`config.mk`:
```
export PLATFORM = sky130hd
export DESIGN_NAME = hilo_muldiv_flat
export DESIGN_NICKNAME = d
export VERILOG_FILES = /design/src/rtl/hilo_muldiv_if.sv /design/src/rtl/hilo_muldiv.sv /design/src/flat_wrapper.sv
export SDC_FILE = /design/constraint.sdc
export NUM_CORES = 2
export LEC_CHECK = 0
export ABC_AREA = 1
export BUFFER_PORTS_ARGS = -buffer_cell sky130_fd_sc_hd__buf_4
export CORE_ASPECT_RATIO = 0.7
export CORE_UTILIZATION = 65
export CTS_BUF_LIST = sky130_fd_sc_hd__clkbuf_8
export CTS_CLUSTER_DIAMETER = 60
export DETAILED_ROUTE_END_ITERATION = 12
export GPL_ROUTABILITY_DRIVEN = 0
export GPL_TIMING_DRIVEN = 0
export HOLD_SLACK_MARGIN = 0.08
export PLACE_DENSITY_LB_ADDON = 0.08
export SYNTH_ARGS = -nofsm -noshare
export SYNTH_HDL_FRONTEND = slang
export SYNTH_SLANG_ARGS = --single-unit
```
`constraint.sdc`:
```
create_clock -name clk -period 20.8 [get_ports clk]
set_input_delay 6.24 -clock clk [delete_from_list [all_inputs] [get_ports clk]]
set_output_delay 6.24 -clock clk [all_outputs]
set_load 0.005 [all_outputs]
```
`src/rtl/hilo_muldiv_if.sv`:
```
// Request/result bundle between the EX stage and the HI/LO multiply-divide unit.
// The master side issues operations; the slave side (hilo_muldiv) returns busy/we and the HI/LO result.
interface hilo_muldiv_if #(
   parameter int DATA_W = 32
) ();
   logic              start;
   logic [2:0]        op;
   logic [DATA_W-1:0] opa;
   logic [DATA_W-1:0] opb;
   logic [DATA_W-1:0] hi_cur;
   logic [DATA_W-1:0] lo_cur;
   logic              cancel;
   logic              busy;
   logic              we;
   logic [DATA_W-1:0] hi_o;
   logic [DATA_W-1:0] lo_o;

   modport master (
      output start, op, opa, opb, hi_cur, lo_cur, cancel,
      input  busy, we, hi_o, lo_o
   );

   modport slave (
      input  start, op, opa, opb, hi_cur, lo_cur, cancel,
      output busy, we, hi_o, lo_o
   );
endinterface

```
`src/rtl/hilo_muldiv.sv`:
```
// Multi-cycle multiply/divide unit feeding the HILO write port: single-cycle multiply, restoring divider.
// Define MULDIV_MADD_EN to enable MADD/MSUB (accumulate into the forwarded HI/LO); otherwise they decode as NOP.
module hilo_muldiv #(
   parameter int DATA_W = 32
) (
   input  logic         clk,
   input  logic         rst,
   hilo_muldiv_if.slave bus
);

   localparam logic [2:0] OP_MULT  = 3'b000;
   localparam logic [2:0] OP_MULTU = 3'b001;
   localparam logic [2:0] OP_DIV   = 3'b010;
   localparam logic [2:0] OP_DIVU  = 3'b011;
`ifdef MULDIV_MADD_EN
   localparam logic [2:0] OP_MADD  = 3'b100;
   localparam logic [2:0] OP_MSUB  = 3'b101;
`endif

   localparam int             CNT_W    = (DATA_W > 1) ? $clog2(DATA_W) : 1;
   localparam logic [CNT_W-1:0] CNT_LAST = CNT_W'(DATA_W - 1);

   typedef enum logic [1:0] {
      S_IDLE,
      S_MUL,
      S_DIV,
      S_DONE
   } state_t;

   function automatic logic is_mul_op(input logic [2:0] o);
`ifdef MULDIV_MADD_EN
      return (o == OP_MULT) || (o == OP_MULTU) || (o == OP_MADD) || (o == OP_MSUB);
`else
      return (o == OP_MULT) || (o == OP_MULTU);
`endif
   endfunction

   function automatic logic is_div_op(input logic [2:0] o);
      return (o == OP_DIV) || (o == OP_DIVU);
   endfunction

   function automatic logic [DATA_W-1:0] abs_mag(input logic [DATA_W-1:0] v, input logic sgn);
      return (sgn && v[DATA_W-1]) ? -v : v;
   endfunction

   // Negating 0x8000_0000 yields itself, which gives the required wrap for MIN / -1.
   function automatic logic [DATA_W-1:0] apply_sign(input logic [DATA_W-1:0] v, input logic neg);
      return neg ? -v : v;
   endfunction

   state_t            state_q, state_d;
   logic [CNT_W-1:0]  cnt_q, cnt_d;
   logic [DATA_W-1:0] hi_q, hi_d;
   logic [DATA_W-1:0] lo_q, lo_d;

   logic [2:0]        op_q, op_d;
   logic [DATA_W-1:0] a_q, a_d;
   logic [DATA_W-1:0] b_q, b_d;
   logic [DATA_W-1:0] rem_q, rem_d;
   logic [DATA_W-1:0] quo_q, quo_d;
`ifdef MULDIV_MADD_EN
   logic signed [2*DATA_W-1:0] acc_q, acc_d;
`endif

   logic                       accept;
   logic                       sgn_mul;
   logic signed [2*DATA_W-1:0] a_ext;
   logic signed [2*DATA_W-1:0] b_ext;
   logic signed [2*DATA_W-1:0] prod;
   logic signed [2*DATA_W-1:0] mul_res;

   logic                       div_signed;
   logic [DATA_W-1:0]          divisor;
   logic [DATA_W:0]            shifted;
   logic                       qbit;
   logic [DATA_W-1:0]          rem_next;
   logic [DATA_W-1:0]          quo_next;

   assign accept = (state_q == S_IDLE) && bus.start && !bus.cancel;

   // Extending to 2*DATA_W lets one signed multiplier serve both MULT and MULTU.
   always_comb begin
      sgn_mul = (op_q != OP_MULTU);
      a_ext   = signed'({{DATA_W{sgn_mul & a_q[DATA_W-1]}}, a_q});
      b_ext   = signed'({{DATA_W{sgn_mul & b_q[DATA_W-1]}}, b_q});
      prod    = a_ext * b_ext;
      mul_res = prod;
`ifdef MULDIV_MADD_EN
      if (op_q == OP_MADD) begin
         mul_res = acc_q + prod;
      end else if (op_q == OP_MSUB) begin
         mul_res = acc_q - prod;
      end
`endif
   end

   // Restoring step: the partial remainder always stays below the divisor, so DATA_W bits suffice.
   always_comb begin
      div_signed = (op_q == OP_DIV);
      divisor    = abs_mag(b_q, div_signed);
      shifted    = {rem_q, quo_q[DATA_W-1]};
      qbit       = (shifted >= {1'b0, divisor});
      rem_next   = qbit ? (shifted[DATA_W-1:0] - divisor) : shifted[DATA_W-1:0];
      quo_next   = {quo_q[DATA_W-2:0], qbit};
   end

   always_comb begin
      state_d = state_q;
      cnt_d   = cnt_q;
      hi_d    = hi_q;
      lo_d    = lo_q;
      op_d    = op_q;
      a_d     = a_q;
      b_d     = b_q;
      rem_d   = rem_q;
      quo_d   = quo_q;
`ifdef MULDIV_MADD_EN
      acc_d   = acc_q;
`endif

      unique case (state_q)
         S_IDLE: begin
            if (accept) begin
               op_d  = bus.op;
               a_d   = bus.opa;
               b_d   = bus.opb;
               cnt_d = '0;
               rem_d = '0;
               quo_d = abs_mag(bus.opa, bus.op == OP_DIV);
`ifdef MULDIV_MADD_EN
               acc_d = signed'({bus.hi_cur, bus.lo_cur});
`endif
               if (is_mul_op(bus.op)) begin
                  state_d = S_MUL;
               end else if (is_div_op(bus.op)) begin
                  if (bus.opb == '0) begin
                     state_d = S_DONE;
                     hi_d    = bus.opa;
                     lo_d    = '1;
                  end else begin
                     state_d = S_DIV;
                  end
               end
            end
         end
         S_MUL: begin
            state_d = S_DONE;
            {hi_d, lo_d} = mul_res;
         end
         S_DIV: begin
            rem_d = rem_next;
            quo_d = quo_next;
            cnt_d = cnt_q + 1'b1;
            if (cnt_q == CNT_LAST) begin
               state_d = S_DONE;
               hi_d    = apply_sign(rem_next, div_signed & a_q[DATA_W-1]);
               lo_d    = apply_sign(quo_next, div_signed & (a_q[DATA_W-1] ^ b_q[DATA_W-1]));
            end
         end
         S_DONE: begin
            state_d = S_IDLE;
         end
         default: begin
            state_d = S_IDLE;
         end
      endcase

      // A flush drops the operation in flight and leaves the last result visible.
      if ((state_q != S_IDLE) && bus.cancel) begin
         state_d = S_IDLE;
         hi_d    = hi_q;
         lo_d    = lo_q;
      end
   end

   always_ff @(posedge clk) begin
      if (!rst) begin
         state_q <= S_IDLE;
         cnt_q   <= '0;
         hi_q    <= '0;
         lo_q    <= '0;
      end else begin
         state_q <= state_d;
         cnt_q   <= cnt_d;
         hi_q    <= hi_d;
         lo_q    <= lo_d;
      end
   end

   always_ff @(posedge clk) begin
      op_q  <= op_d;
      a_q   <= a_d;
      b_q   <= b_d;
      rem_q <= rem_d;
      quo_q <= quo_d;
`ifdef MULDIV_MADD_EN
      acc_q <= acc_d;
`endif
   end

   assign bus.busy = (state_q != S_IDLE);
   assign bus.we   = (state_q == S_DONE) && !bus.cancel;
   assign bus.hi_o = hi_q;
   assign bus.lo_o = lo_q;

endmodule

```
`src/flat_wrapper.sv`:
```
// flat-port wrapper written by rule: the top's interface ports become plain ports
module hilo_muldiv_flat 
#(
   parameter int DATA_W = 32
)
  (clk, rst, bus_start, bus_op, bus_opa, bus_opb, bus_hi_cur, bus_lo_cur, bus_cancel, bus_busy, bus_we, bus_hi_o, bus_lo_o);
  hilo_muldiv_if #(.DATA_W(DATA_W)) bus_i ();
  input  logic clk;
  input  logic rst;
  input wire logic [$bits(bus_i.start)-1:0] bus_start;
  input wire logic [$bits(bus_i.op)-1:0] bus_op;
  input wire logic [$bits(bus_i.opa)-1:0] bus_opa;
  input wire logic [$bits(bus_i.opb)-1:0] bus_opb;
  input wire logic [$bits(bus_i.hi_cur)-1:0] bus_hi_cur;
  input wire logic [$bits(bus_i.lo_cur)-1:0] bus_lo_cur;
  input wire logic [$bits(bus_i.cancel)-1:0] bus_cancel;
  output wire logic [$bits(bus_i.busy)-1:0] bus_busy;
  output wire logic [$bits(bus_i.we)-1:0] bus_we;
  output wire logic [$bits(bus_i.hi_o)-1:0] bus_hi_o;
  output wire logic [$bits(bus_i.lo_o)-1:0] bus_lo_o;
  assign bus_i.start = bus_start;
  assign bus_i.op = bus_op;
  assign bus_i.opa = bus_opa;
  assign bus_i.opb = bus_opb;
  assign bus_i.hi_cur = bus_hi_cur;
  assign bus_i.lo_cur = bus_lo_cur;
  assign bus_i.cancel = bus_cancel;
  assign bus_busy = bus_i.busy;
  assign bus_we = bus_i.we;
  assign bus_hi_o = bus_i.hi_o;
  assign bus_lo_o = bus_i.lo_o;
  hilo_muldiv #(.DATA_W(DATA_W)) u_core (.clk(clk), .rst(rst), .bus(bus_i));
endmodule
```
==> key figures <==
Status
  • Status: finished with violations
  • Failing checks: capacitance limit, slew limit

Clocking
  • CTS root buf: clkbuf_8
  • Hold-fix buffers, CTS: 0
  • Clk_lat worst skew: 0.62 ns
  • CTS tree: done
  • CTS resizes: 0
  • Post-CTS setup buffer count: 0
  • CTS sink count: 202
  • CTS Buf Count: 27
  • Clock buffer depth: 3
  • Clock slew at reported path FFs: 0.08 ns
  • CTS HTree Levels: 1

Logic synthesis
  • Share of the synthesized area in the top cell type: 42.1%
  • Commonest register cell after synthesis: edfxtp_1
  • Post-synth top area cell: fa_1
  • Netlist cell types: 59
  • Ys Warns: 0
  • Cell Area, Synth: 0.0536 mm²
  • Post-synthesis register bit count: 202
  • Post-synth ARST share: 0%
  • Syn Area/Cell: 7.74 µm²
  • Post-Syn Instances: 6920
  • Post-synth EDFFs: 131
  • Sequential cell area fraction in the yosys report: 9.99%
  • Top post-synthesis cells by area: fa_1 42%, inv_1 12%, nand2_1 12%
  • Mapped Nets: 8437

GRT
  • Largest net degree at the start of global routing: 63
  • Total global-route track usage: 49.0%
  • Number of global-route vias before repair: 47307
  • Initial antenna violation count: 7
  • GRT Residual Overflow: 0
  • First-pass GRT wire length: 298 mm

Worst setup path
  • Crit Path Max Fanout: 3
  • Worst EP arrival: 6.62 ns
  • Worst R2R Start: u_core.b_q[10]
  • Worst Path Required: 14.56 ns
  • Reg2Reg Depth: 28
  • Reg2reg end: u_core.bus.hi_o[12]
  • CP Launch Type: primary input
  • R2r setup slk: 9.64 ns
  • CP Class: primary input to output port
  • Worst Setup End Kind: output port

STA
  • Final worst-path cycle share: 61.8%
  • Fin. max-slew vios: 80
  • Final hold viol count: 0
  • Fin Clk Skew: 0.0462 ns
  • Tmin final: 12.86 ns
  • RSZ-0062 raised after global routing: no
  • Post-route setup slack: 7.94 ns
  • Setup TNS: 0 ns
  • Worst Tran Pin Value: 1.75 ns
  • Slew HR: -16.9%
  • Peak Freq: 77.8 MHz
  • Setup violators final: 0

Placement
  • Port Buffers: 135
  • Pre-CTS setup slack: 7.96 ns
  • Hpwl dp: 168 mm
  • Placed instance count: 8125

Cells and area
  • Commonest non-fill, non-tap cell in the layout: inv_1
  • Commonest cells after routing, fill and taps aside: 1775 x inv_1, 1755 x nand2_1, 1125 x fa_1
  • Final nets: 8604
  • P&R area growth vs syn: 5.77%
  • Share of cells above drive strength 1: 4.32%
  • FILL cells: 6834
  • Final std cells w/o fill: 8180

Flow run
  • Number of max-cap violations: 9

Route
  • Wire length per cell: 24.8 µm
  • Vias: 49293
  • DR pass1 iterations: 13
  • DRC Markers: 0
  • Vias per inst: 6.03
  • Routed Antenna Nets: 0
  • Routed WL: 203 mm
  • Starting DRT DRC Count: 8129

Floorplanning
  • # rows: 87
  • Initial Utilization: 66.1%
  • Die Wd: 345 µm
  • CORE AREA: 0.0811 mm²
  • Die height: 242 µm
  • Ports: 201
  • Die area: 0.0836 mm²

Min path
  • Hold Path Depth: 2
  • Hold path startpoint: u_core.bus.hi_o[24]
  • Hold EP: u_core.bus.hi_o[24]
  • HP Class: flip-flop to flip-flop
[area by class of cell]
| class | count | area [µm²] | area share, % |
|---|---|---|---|
| antenna | 5 | 12.5 | 0.0221 |
| clock buffer | 30 | 413 | 0.728 |
| buffer | 340 | 1360 | 2.40 |
| multi-input combinational | 4578 | 40100 | 70.8 |
| timing repair buffer | 138 | 1080 | 1.90 |
| sequential | 202 | 5360 | 9.45 |
| clock inverter | 19 | 241 | 0.426 |
| inverter | 1800 | 6760 | 11.9 |
| tap | 1068 | 1340 | 2.36 |
[Yosys cell counts (5+ instances only)]
cell type,n
o21ai_0,189
buf_1,61
inv_1,1774
xor2_1,52
fa_1,1126
a31oi_1,33
nor2_4,6
nand4_1,49
nor2_1,376
nor3_2,6
a21oi_1,233
and2_1,5
nor2_2,14
o31ai_1,12
xnor2_1,35
nand3b_1,22
edfxtp_1,131
clkinv_1,5
ha_1,256
o211ai_1,15
o21ai_1,11
o221ai_1,10
a21o_1,14
nor4_1,24
nand2_2,18
nand3_1,175
o21bai_1,17
clkbuf_1,264
o21a_1,6
nor3_1,51
nand2_1,1755
dfxtp_1,71
inv_2,21
or2_2,20
buf_6,6
[registers in the layout (all words and copies together), names as in the netlist]
| name | cells |
|---|---|
| u_core.a_q | 32 |
| u_core.b_q | 32 |
| u_core.bus.hi_o | 32 |
| u_core.bus.lo_o | 32 |
| u_core.quo_q | 32 |
| u_core.rem_q | 32 |
| u_core.cnt_q | 5 |
| u_core.op_q | 3 |
| u_core.state_q | 2 |
[stage by stage]
step	cell area (µm²)	util (%)	hold slack [ns]
after global routing	56700	69.9	0.488
after detailed placement	56000	69.0	0.456
final	56700	69.9	0.471
after floorplan	53600	-	0.462
after global placement	55900	69.0	0.454
after CTS	56600	69.8	0.468
[cells by family (layout without fill, tap and decap cells)]
kind of cell    count (synthesis)  in the layout  share of synthesized area, %
compound gates                575            575                          6.06
other cells                     0              5                             0
simple gates                 2534           2534                          19.4
buf+inv                      2140           2327                          15.1
flops                         202            202                          9.99
xor+xnor                       87             87                          1.42
fa+ha+maj                    1382           1382                          48.0
[how the worst max path moves through the flow]
stage,from,to,slack (ns),depth (start not counted)
after global placement,bus_cancel,bus_we,7.96,3
final,bus_cancel,bus_we,7.94,3
after CTS,bus_cancel,bus_we,7.95,3
after global routing,bus_cancel,bus_we,7.93,3
after floorplan,bus_cancel,bus_we,8.21,1
after detailed placement,bus_cancel,bus_we,7.96,3
[per-layer routing]
metal  wire length [µm]  GRT usage (%)  part of all wire [%]  vias to the layer above
met3              42300           26.6                    21                      788
li1                   -              -                     -                    20592
met1              72400           67.2                    36                    23591
met2              75000           62.8                    37                     4312
met5                 82              0                 0.040                        -
met4              13300           22.7                   6.6                       10
[critical path, cell delays in order]
cell and delay (ns):
buf_4 0.12, nor2_1 0.12, buf_4 0.13
Power is not shown: default switching activity piles up to over one toggle a cycle in this logic, so the estimate is an artifact.
